$ cat config.mk
export PLATFORM = sky130hd
export DESIGN_NAME = side_car_detector
export DESIGN_NICKNAME = d
export VERILOG_FILES = /design/src/rtl/side_car_detector.sv
export SDC_FILE = /design/constraint.sdc
export NUM_CORES = 1
export LEC_CHECK = 0
export BUFFER_PORTS_ARGS = -buffer_cell sky130_fd_sc_hd__buf_4
export CAP_MARGIN = 20
export CORE_ASPECT_RATIO = 0.7
export CORE_MARGIN = 8
export CORE_UTILIZATION = 25
export CTS_CLUSTER_SIZE = 28
export DETAILED_ROUTE_END_ITERATION = 10
export SYNTH_ARGS = -nofsm -noshare
export SYNTH_HDL_FRONTEND = slang
export SYNTH_SLANG_ARGS = --single-unit
$ cat constraint.sdc
create_clock -name clk -period 2.2 [get_ports clk]
set_input_delay 0.44 -clock clk [delete_from_list [all_inputs] [get_ports clk]]
set_output_delay 0.44 -clock clk [all_outputs]
set_load 0.02 [all_outputs]
$ cat src/rtl/side_car_detector.sv
// side_car_detector
// Conditions the raw side-road loop signal into the controller's car-waiting
// request C: synchronise, debounce, count queued vehicles, release them on
// departures during side green, and force a request if the loop sticks.
module side_car_detector #(
    parameter int DEBOUNCE    = 4,
    parameter int STUCK_LIMIT = 1000,
    parameter int CNT_W       = 4
) (
    input  logic             clk,
    input  logic             reset,
    input  logic             loop_raw,
    input  logic             SG,
    output logic             C,
    output logic [CNT_W-1:0] car_count,
    output logic             car_pulse,
    output logic             loop_fault
);

    localparam int DB_W = $clog2(DEBOUNCE) + 1;
    localparam int ST_W = $clog2(STUCK_LIMIT) + 1;

    localparam logic [DB_W-1:0]  DB_LAST = DB_W'(DEBOUNCE - 1);
    localparam logic [ST_W-1:0]  ST_LAST = ST_W'(STUCK_LIMIT - 1);
    localparam logic [CNT_W-1:0] CNT_MAX = '1;

    localparam logic [1:0] ST_EMPTY    = 2'd0;
    localparam logic [1:0] ST_OCCUPIED = 2'd1;
    localparam logic [1:0] ST_FAULT    = 2'd2;

    logic            s1;
    logic            s2;
    logic            loop_db;
    logic            loop_db_q;
    logic [DB_W-1:0] db_cnt;
    logic            rise;
    logic            fall;

    logic [CNT_W-1:0] car_count_next;
    logic [1:0]       state;
    logic [1:0]       state_next;
    logic [ST_W-1:0]  stuck_cnt;
    logic [ST_W-1:0]  stuck_next;

    // Two-flop synchroniser for the asynchronous loop input
    always_ff @(posedge clk) begin
        if (reset) begin
            s1 <= 1'b0;
            s2 <= 1'b0;
        end else begin
            s1 <= loop_raw;
            s2 <= s1;
        end
    end

    // Debouncer: accept a change only after it persists DEBOUNCE cycles
    always_ff @(posedge clk) begin
        if (reset) begin
            loop_db <= 1'b0;
            db_cnt  <= '0;
        end else if (s2 == loop_db) begin
            db_cnt <= '0;
        end else if (db_cnt == DB_LAST) begin
            loop_db <= s2;
            db_cnt  <= '0;
        end else begin
            db_cnt <= db_cnt + 1'b1;
        end
    end

    // Previous debounced value for edge detection
    always_ff @(posedge clk) begin
        if (reset) begin
            loop_db_q <= 1'b0;
        end else begin
            loop_db_q <= loop_db;
        end
    end

    // Edge detect and saturating queue update
    always_comb begin
        rise           = loop_db & ~loop_db_q;
        fall           = ~loop_db & loop_db_q;
        car_count_next = car_count;
        if (rise) begin
            if (car_count != CNT_MAX) begin
                car_count_next = car_count + 1'b1;
            end
        end else if (fall && SG) begin
            if (car_count != '0) begin
                car_count_next = car_count - 1'b1;
            end
        end
    end

    // Stuck-loop watchdog next-state logic
    always_comb begin
        state_next = state;
        stuck_next = stuck_cnt;
        case (state)
            ST_EMPTY: begin
                stuck_next = '0;
                if (loop_db) begin
                    state_next = ST_OCCUPIED;
                end
            end
            ST_OCCUPIED: begin
                if (!loop_db) begin
                    state_next = ST_EMPTY;
                    stuck_next = '0;
                end else begin
                    stuck_next = stuck_cnt + 1'b1;
                    if (stuck_cnt == ST_LAST) begin
                        state_next = ST_FAULT;
                    end
                end
            end
            ST_FAULT: begin
                if (!loop_db) begin
                    state_next = ST_EMPTY;
                    stuck_next = '0;
                end
            end
            default: begin
                state_next = ST_EMPTY;
                stuck_next = '0;
            end
        endcase
    end

    // Output and watchdog registers; C is built from next-state values so it
    // updates on the same edge as the queue and the FSM
    always_ff @(posedge clk) begin
        if (reset) begin
            car_count <= '0;
            car_pulse <= 1'b0;
            state     <= ST_EMPTY;
            stuck_cnt <= '0;
            C         <= 1'b0;
        end else begin
            car_count <= car_count_next;
            car_pulse <= rise;
            state     <= state_next;
            stuck_cnt <= stuck_next;
            C         <= (car_count_next != '0) | (state_next == ST_FAULT);
        end
    end

    assign loop_fault = (state == ST_FAULT);

endmodule
Yosys cells after proc, flatten, opt, wreduce, memory -nomap -nowiden
Index checks and enable logic that the tools add are counted.

storage, ports and cells
  logic and storage cells = 46
  bits in registers = 26
  input port bits = 4

operators by class
  multiplexer cells = 12
  reductions and logical operators = 6
  add/subtract/negate cells = 4
  eq/ne operators = 8
  bitwise gates (word level) = 6

operators with widths
  kind                                                   count
  2-to-1 mux 11 bit                                      2
  case mux 11 bit (2 select lines)                       1
  2-to-1 mux 4 bit                                       4
  adder 11 x 1 -> 11 bit, second input constant          1
  equality test 11 x 10 -> 1 bit, second input constant  1
  2-to-1 mux 2 bit                                       4
  nonzero test 4 bit                                     2
  case mux 2 bit (3 select lines)                        1
  adder 4 x 1 -> 4 bit, second input constant            1
  equality test 2 bit, second input constant             2
  inequality test 4 bit, second input constant           1
  subtractor 4 x 1 -> 4 bit, second input constant       1
  adder 3 x 1 -> 3 bit, second input constant            1
  equality test 3 x 2 -> 1 bit, second input constant    1
  NOT 1 bit                                              3
  OR reduction 3 bit                                     1
  bitwise AND 1 bit                                      2
  equality test 2 x 1 -> 1 bit, second input constant    1
  logical NOT 2 bit                                      1
  inequality test 2 bit, second input constant           1
  AND reduction 2 bit                                    1
  equality test 1 bit                                    1
  logical AND 1 bit                                      1
  OR 1 bit                                               1

Longest topological paths before layout
Gate-level depths: netlist of the first run.

  word-level depth = 7
  depth in mapped cells = 6
  depth with buffers taken out = 6

Worst setup path after synthesis of the first run
Ideal clock, no wire load.

  path kind = flip-flop to flip-flop
  start = reg car_count[0]
  end = reg C
  setup time = 0.142 ns
  data required time = 2.058 ns
  buffers on the path = 0
  slack = 0.578 ns
  cell stages (with the launch flop) = 6
  arrival = 1.480 ns
  path through = dfxtp_1 -> ha_1 -> nand3_1 -> o2bb2ai_1 -> o311ai_0 -> a41oi_1

between the ends
  word-level cells in the longest chain between the ends = 6

ends and longest elaborated chain
  item                                                             RTL line  source
  start, declared                                                  15        output logic [CNT_W-1:0] car_count,
  start signal, assigned                                           141       car_count <= car_count_next;
  subtractor 4 x 1 -> 4 bit or nonzero test 4 bit (tied branches)  91, 90
  2-to-1 mux 4 bit                                                 90        if (car_count != '0) begin
  2-to-1 mux 4 bit                                                 89        end else if (fall && SG) begin
  2-to-1 mux 4 bit *                                               85        if (rise) begin
  nonzero test 4 bit *                                             145       C <= (car_count_next != '0) | (state_next == ST_FAULT);
  OR 1 bit *                                                       145
  end signal, assigned                                             145
  end, declared                                                    14        output logic C,

Mark *: on every way between the ends. The rest lies on a longest branch, timed or not.
A chain may end at the register's enable or synchronous reset.

Worst setup path after layout of the first run
Ends and elaborated chain as after synthesis.

==> results.yml, run 1 <==
critical_path:
  end_kind: "flop"
  timing.rr.end: "C$_SDFF_PP0_"
  path_buf_inv: 1
  reg2reg_slack_ns: 0.38
  crit_type: "flop to flop"
  critPathMaxFanout: 9
  critPathArrivalTime_ns: 1.95
  rr_worst_depth: 6
  crit_path_start_kind: "flop"
  critical_path.top_delay_family: "compound AO/OA/AOI/OAI gates"
  slowest_delay_ns: 0.41
  cp_slowest_cell: "dfxtp_1"
  timing.rr.start: "car_count[0]$_SDFF_PP0_"
  required_ns: 2.33
  path_cells: "inv_1 -> ha_1 -> nor3b_2 -> o2bb2ai_1 -> o311ai_0 -> a41oi_1"
cts:
  post_cts_resized: 0
  cts_tree: "done"
  ctsHoldBuffers: 0
  clk_pin_slew_ns: 0.09
  post_cts_buffers: 0
  ctsHtreeMaxLevel: 1
  cts_buffers: 3
  cts_root_buf: "clkbuf_8"
  insertion_delay_ns: 0.27
  cts_buffer_depth: 2
  cts.sink_count: 26
global_routing:
  antenna_found_initial: 0
  grt_pass1_wl_um: 4690
  track_usage_pct: 7.39
  overflow: 0
  grt_max_degree: 22
  grt_pass1_vias: 984
min_path:
  hold_path_class: "primary input to flop"
  min_from: "loop_raw"
  holdPathStages: 2
  hold_path_end: "s1$_SDFF_PP0_"
route:
  via_count: 1061
  top_layer_used: "met4"
  drcViolationCount: 0
  wl_met1_um: 1560
  viasPerCell: 4.67
  ant_nets: 0
  wl_met2_um: 1030
  drt_iter0_drc: 58
  wl_per_cell_um: 12.0
  route.met3.wl_um: 121
  wirelength_um: 2730
  drtPass1Iterations: 4
floorplanning:
  coreArea_mm2: 0.00512
  die_area_mm2: 0.00780
  boundaryPins: 11
  die_w_um: 102
  die_h_um: 76.3
  start_util_pct: 25.4
  rows: 22
placed_design:
  hpwl_um: 1970
  place_inst: 223
  place.gp.congestion: 0.768
  port_buffers: 10
  pre_cts_slack_ns: 0.487
logic_synthesis:
  yosysUniqueCellTypes: 45
  postSynthAreaPerCell_um2: 8.84
  synth_flop_cell: "dfxtp_1"
  synthCells: 147
  synth-edff-count: 0
  syn_area_mm2: 0.00130
  synth_nets: 156
  synth-seq-area-share_pct: 40.0
  async_flop_share_pct: 0
  yosys_warnings: 0
  synth_seq_cells: 26
sta:
  rsz0062_at_grt: "no"
  drv_slew: 0
  post-route-period-util_pct: 82.7
  finalWorstSetupSlack_ns: 0.382
  fin_setup_tns_ns: 0
  setup_viol: 0
  hold_viol: 0
  fmax_mhz: 550
  min_period_ns: 1.82
  slew_headroom_pct: 74.0
  clock_skew_ns: 0.00255
  tightestPinTransition_ns: 0.385
power_and_ir_drop:
  ir_drop_mv: 0.131
  p_leak_nw: 0.551
  power_w: 0.000845
  cellPowerDensity_mw_per_mm2: 567
final_layout:
  nets: 165
  layout.cells.most_common: "dfxtp_1"
  n_antenna_cell: 0
  area_growth_pct: 14.7
  fillCellCount: 559
  fin_cells: 227
  final_cell_mix: "dfxtp_1, nor2_1, a21oi_1, buf_4, o21ai_0"
  layout-drive-gt1-share_pct: 12.9
run:
  drv_cap: 0
outcome:
  run_status: "complete, no violations"
[worst max path at each step]
stage,slack (ns),endpoint,startpoint,cells past startpoint
floorplan,0.58,C$_SDFF_PP0_,car_count[0]$_SDFF_PP0_,5
global placement,0.59,C$_SDFF_PP0_,car_count[0]$_SDFF_PP0_,6
detailed placement,0.49,C$_SDFF_PP0_,car_count[0]$_SDFF_PP0_,6
CTS,0.46,C$_SDFF_PP0_,car_count[0]$_SDFF_PP0_,6
global route,0.16,C$_SDFF_PP0_,car_count[0]$_SDFF_PP0_,6
finish,0.38,C$_SDFF_PP0_,car_count[0]$_SDFF_PP0_,6
[area by class of cell]
| cell class | instances | area, um2 | area share (%) |
|---|---|---|---|
| Multi-Input combinational cell | 109 | 728 | 48.8 |
| Timing Repair Buffer | 10 | 75.1 | 5.03 |
| Clock buffer | 4 | 55.1 | 3.69 |
| Tap cell | 72 | 90.1 | 6.04 |
| Inverter | 6 | 22.5 | 1.51 |
| Sequential cell | 26 | 520 | 34.9 |
[cell usage after synthesis, types with 2 or more instances]
cell       n  area share, %
a211oi_1   3            1.7
a41oi_1    2            1.3
dfxtp_1   26             40
nand3_1    8            3.1
clkbuf_1   2           0.58
and2_1     2           0.96
nor3_1     2           0.77
a31oi_1    3            1.4
a311oi_1   2            1.3
o21ai_0    9            3.5
and3b_1    3            2.0
buf_2      2           0.77
or3_1      3            1.4
nor2_1    17            4.9
xnor2_1    2            1.3
nand4b_1   4            2.7
nor2b_1    4            1.9
a21oi_1   10            3.9
nand3b_1   3            1.7
ha_1       5            4.8
a22oi_1    2            1.2
inv_1      6            1.7
nand2_1    5            1.4
[state kept, by name, indices dropped and copies added, names as in the netlist, 2 cells and up]
signal and cells:
state 2, stuck_cnt 11, car_count 4, db_cnt 3
[metal layers]
metal  vias up  GRT usage [%]
met1       484           10.6
li1        561              -
met2        14           9.58
met5         -              0
met4         0           2.19
met3         2           3.01
[worst register-to-register path, cell delays in order (launching register included)]
cell,delay (ns)
dfxtp_1,0.41
inv_1,0.09
ha_1,0.19
nor3b_2,0.29
o2bb2ai_1,0.15
o311ai_0,0.37
a41oi_1,0.17
[per-stage QoR]
stage	utilization, %	instance area [um2]	hold slack (ns)
2_1_floorplan	-	1300	0.399
3_3_place_gp	28.1	1440	0.409
3_5_place_dp	28.1	1440	0.421
4_1_cts	29.1	1490	0.370
5_1_grt	29.1	1490	0.404
6_report	29.1	1490	0.377
[report_power, final]
group / internal (W) / total (W) / switching, W
Combinational: 0.0000259 / 0.0000553 / 0.0000294
Sequential: 0.000477 / 0.000484 / 0.00000724
Clock: 0.000160 / 0.000306 / 0.000146
[cells by family (layout without fill, tap and decap cells)]
kind of cell / count (synthesis) / in the layout / share of synthesized area [%]
AND/OR/NAND/NOR: 65 / 65 / 31.5
adder cells (fa/ha/maj): 5 / 5 / 4.81
AO/OA/AOI/OAI: 36 / 36 / 17.6
buffers and inverters: 12 / 20 / 3.95
XOR/XNOR: 2 / 2 / 1.35
multiplexers: 1 / 1 / 0.770
flip-flops: 26 / 26 / 40.0
(Power assumes the default switching activity.)
==> run 2, diff against run 1 <==
clock period = 1.9 ns   (was 2.2 ns; I/O delays follow)
==> results.yml, run 2 (synthesis gave the netlist of run 1 again) <==
critical_path:
  required_ns: 2.04
  crit_type: "flop to flop"
  critPathArrivalTime_ns: 1.80
  cp-endpoint: "C$_SDFF_PP0_"
  critPathMaxFanout: 9
  timing.rr.start: "car_count[0]$_SDFF_PP0_"
  end_kind: "flop"
  crit_path_start_kind: "flop"
  reg2reg_slack_ns: 0.23
  rr_worst_depth: 6
  startpoint: "car_count[0]$_SDFF_PP0_"
  timing.rr.end: "C$_SDFF_PP0_"
final_layout:
  largestRegisters: "stuck_cnt x11, car_count x4, db_cnt x3"
  top_register: "stuck_cnt"
  final_cell_mix: "dfxtp_1, nor2_1, buf_4"
  fin_cells: 228
  layout.cells.most_common: "dfxtp_1"
  layout-drive-gt1-share_pct: 13.5
  nets: 166
  largest_reg_flops: 11
  area_growth_pct: 16.6
  n_antenna_cell: 0
global_routing:
  grt_max_degree: 22
  grt_pass1_wl_um: 4470
  track_usage_pct: 7.00
  antenna_found_initial: 0
  overflow: 0
  grt_pass1_vias: 955
sta:
  clock_skew_ns: 0.00500
  slew_headroom_pct: 75.7
  setup_viol: 0
  fin_setup_tns_ns: 0
  hold_viol: 0
  rsz0062_at_grt: "no"
  tightestPinTransition_ns: 0.364
  drv_slew: 0
  post-route-period-util_pct: 87.8
  min_period_ns: 1.67
  finalWorstSetupSlack_ns: 0.232
  fmax_mhz: 600
cts:
  post_cts_buffers: 0
  insertion_delay_ns: 0.27
  ctsHtreeMaxLevel: 1
  clk_pin_slew_ns: 0.09
  post_cts_resized: 0
  cts_buffer_depth: 2
  cts_root_buf: "clkbuf_8"
  cts_buffers: 3
  ctsHoldBuffers: 0
  cts.sink_count: 26
  cts_tree: "done"
floorplanning:
  coreArea_mm2: 0.00512
  start_util_pct: 25.4
  rows: 22
  die_w_um: 102
  die_h_um: 76.3
  boundaryPins: 11
  die_area_mm2: 0.00780
route:
  drt_iter0_drc: 55
  viasPerCell: 4.77
  drtPass1Iterations: 4
  drcViolationCount: 0
  via_count: 1087
  wl_per_cell_um: 11.5
  ant_nets: 0
  wirelength_um: 2610
outcome:
  run_status: "complete, no violations"
placed_design:
  place_inst: 224
  place.gp.congestion: 0.766
  port_buffers: 10
  hpwl_um: 1870
  pre_cts_slack_ns: 0.199
min_path:
  hold_path_class: "primary input to flop"
power_and_ir_drop:
  ir_drop_mv: 0.274
  cellPowerDensity_mw_per_mm2: 716
  p_leak_nw: 0.563
  power_w: 0.00108
run:
  drv_cap: 0
run 2: cell types whose count changed in the layout (fill, tap and decap cells not counted):
cell       delta
buf_4         +1
bufinv_16     +1
o311ai_1      +1
clkbuf_8      -1
o311ai_0      -1
run 2: report_power, final:
group / internal [W] / switching (W)
Combinational: 0.0000305 / 0.0000332
Clock: 0.000282 / 0.000178
Sequential: 0.000552 / 0.00000837
Total: 0.000865 / 0.000220
run 2: how the worst min path moves through the flow:
stage	startpoint	to	depth (start not counted)
floorplan	db_cnt[0]$_SDFF_PP0_	db_cnt[0]$_SDFF_PP0_	1
global placement	db_cnt[0]$_SDFF_PP0_	db_cnt[0]$_SDFF_PP0_	1
detailed placement	db_cnt[0]$_SDFF_PP0_	db_cnt[0]$_SDFF_PP0_	1
CTS	loop_raw	s1$_SDFF_PP0_	2
global route	loop_raw	s1$_SDFF_PP0_	2
finish	loop_raw	s1$_SDFF_PP0_	2
run 2: layer usage:
metal	vias to the layer above	part of all wire (%)	GRT usage [%]
li1	565	-	-
met5	-	0	0
met2	23	38	9.00
met3	2	4.9	2.65
met1	497	56	10.2
met4	0	0.65	2.19
run 2: cell type report:
type                    instances  area (um2)
repair buffers                 11        82.6
flip-flops and latches         26         520
well taps                      72        90.1
clock inverters                 1        30.0
fillers                       565        3600
multi-input cells             109         728
inverters                       6        22.5
clock buffers                   3        41.3
run 2: stage by stage:
step / hold WS [ns] / instance area (um2) / util, %
2_1_floorplan: 0.399 / 1300 / -
3_3_place_gp: 0.409 / 1440 / 28.2
3_5_place_dp: 0.415 / 1440 / 28.2
4_1_cts: 0.307 / 1520 / 29.6
5_1_grt: 0.333 / 1520 / 29.6
6_report: 0.310 / 1520 / 29.6
run 2: worst max-delay path, cell delays in order, from the launching register on:
cell,delay [ns]
dfxtp_1,0.40
inv_1,0.09
ha_1,0.20
nor3b_2,0.28
o2bb2ai_1,0.15
o311ai_1,0.25
a41oi_1,0.16
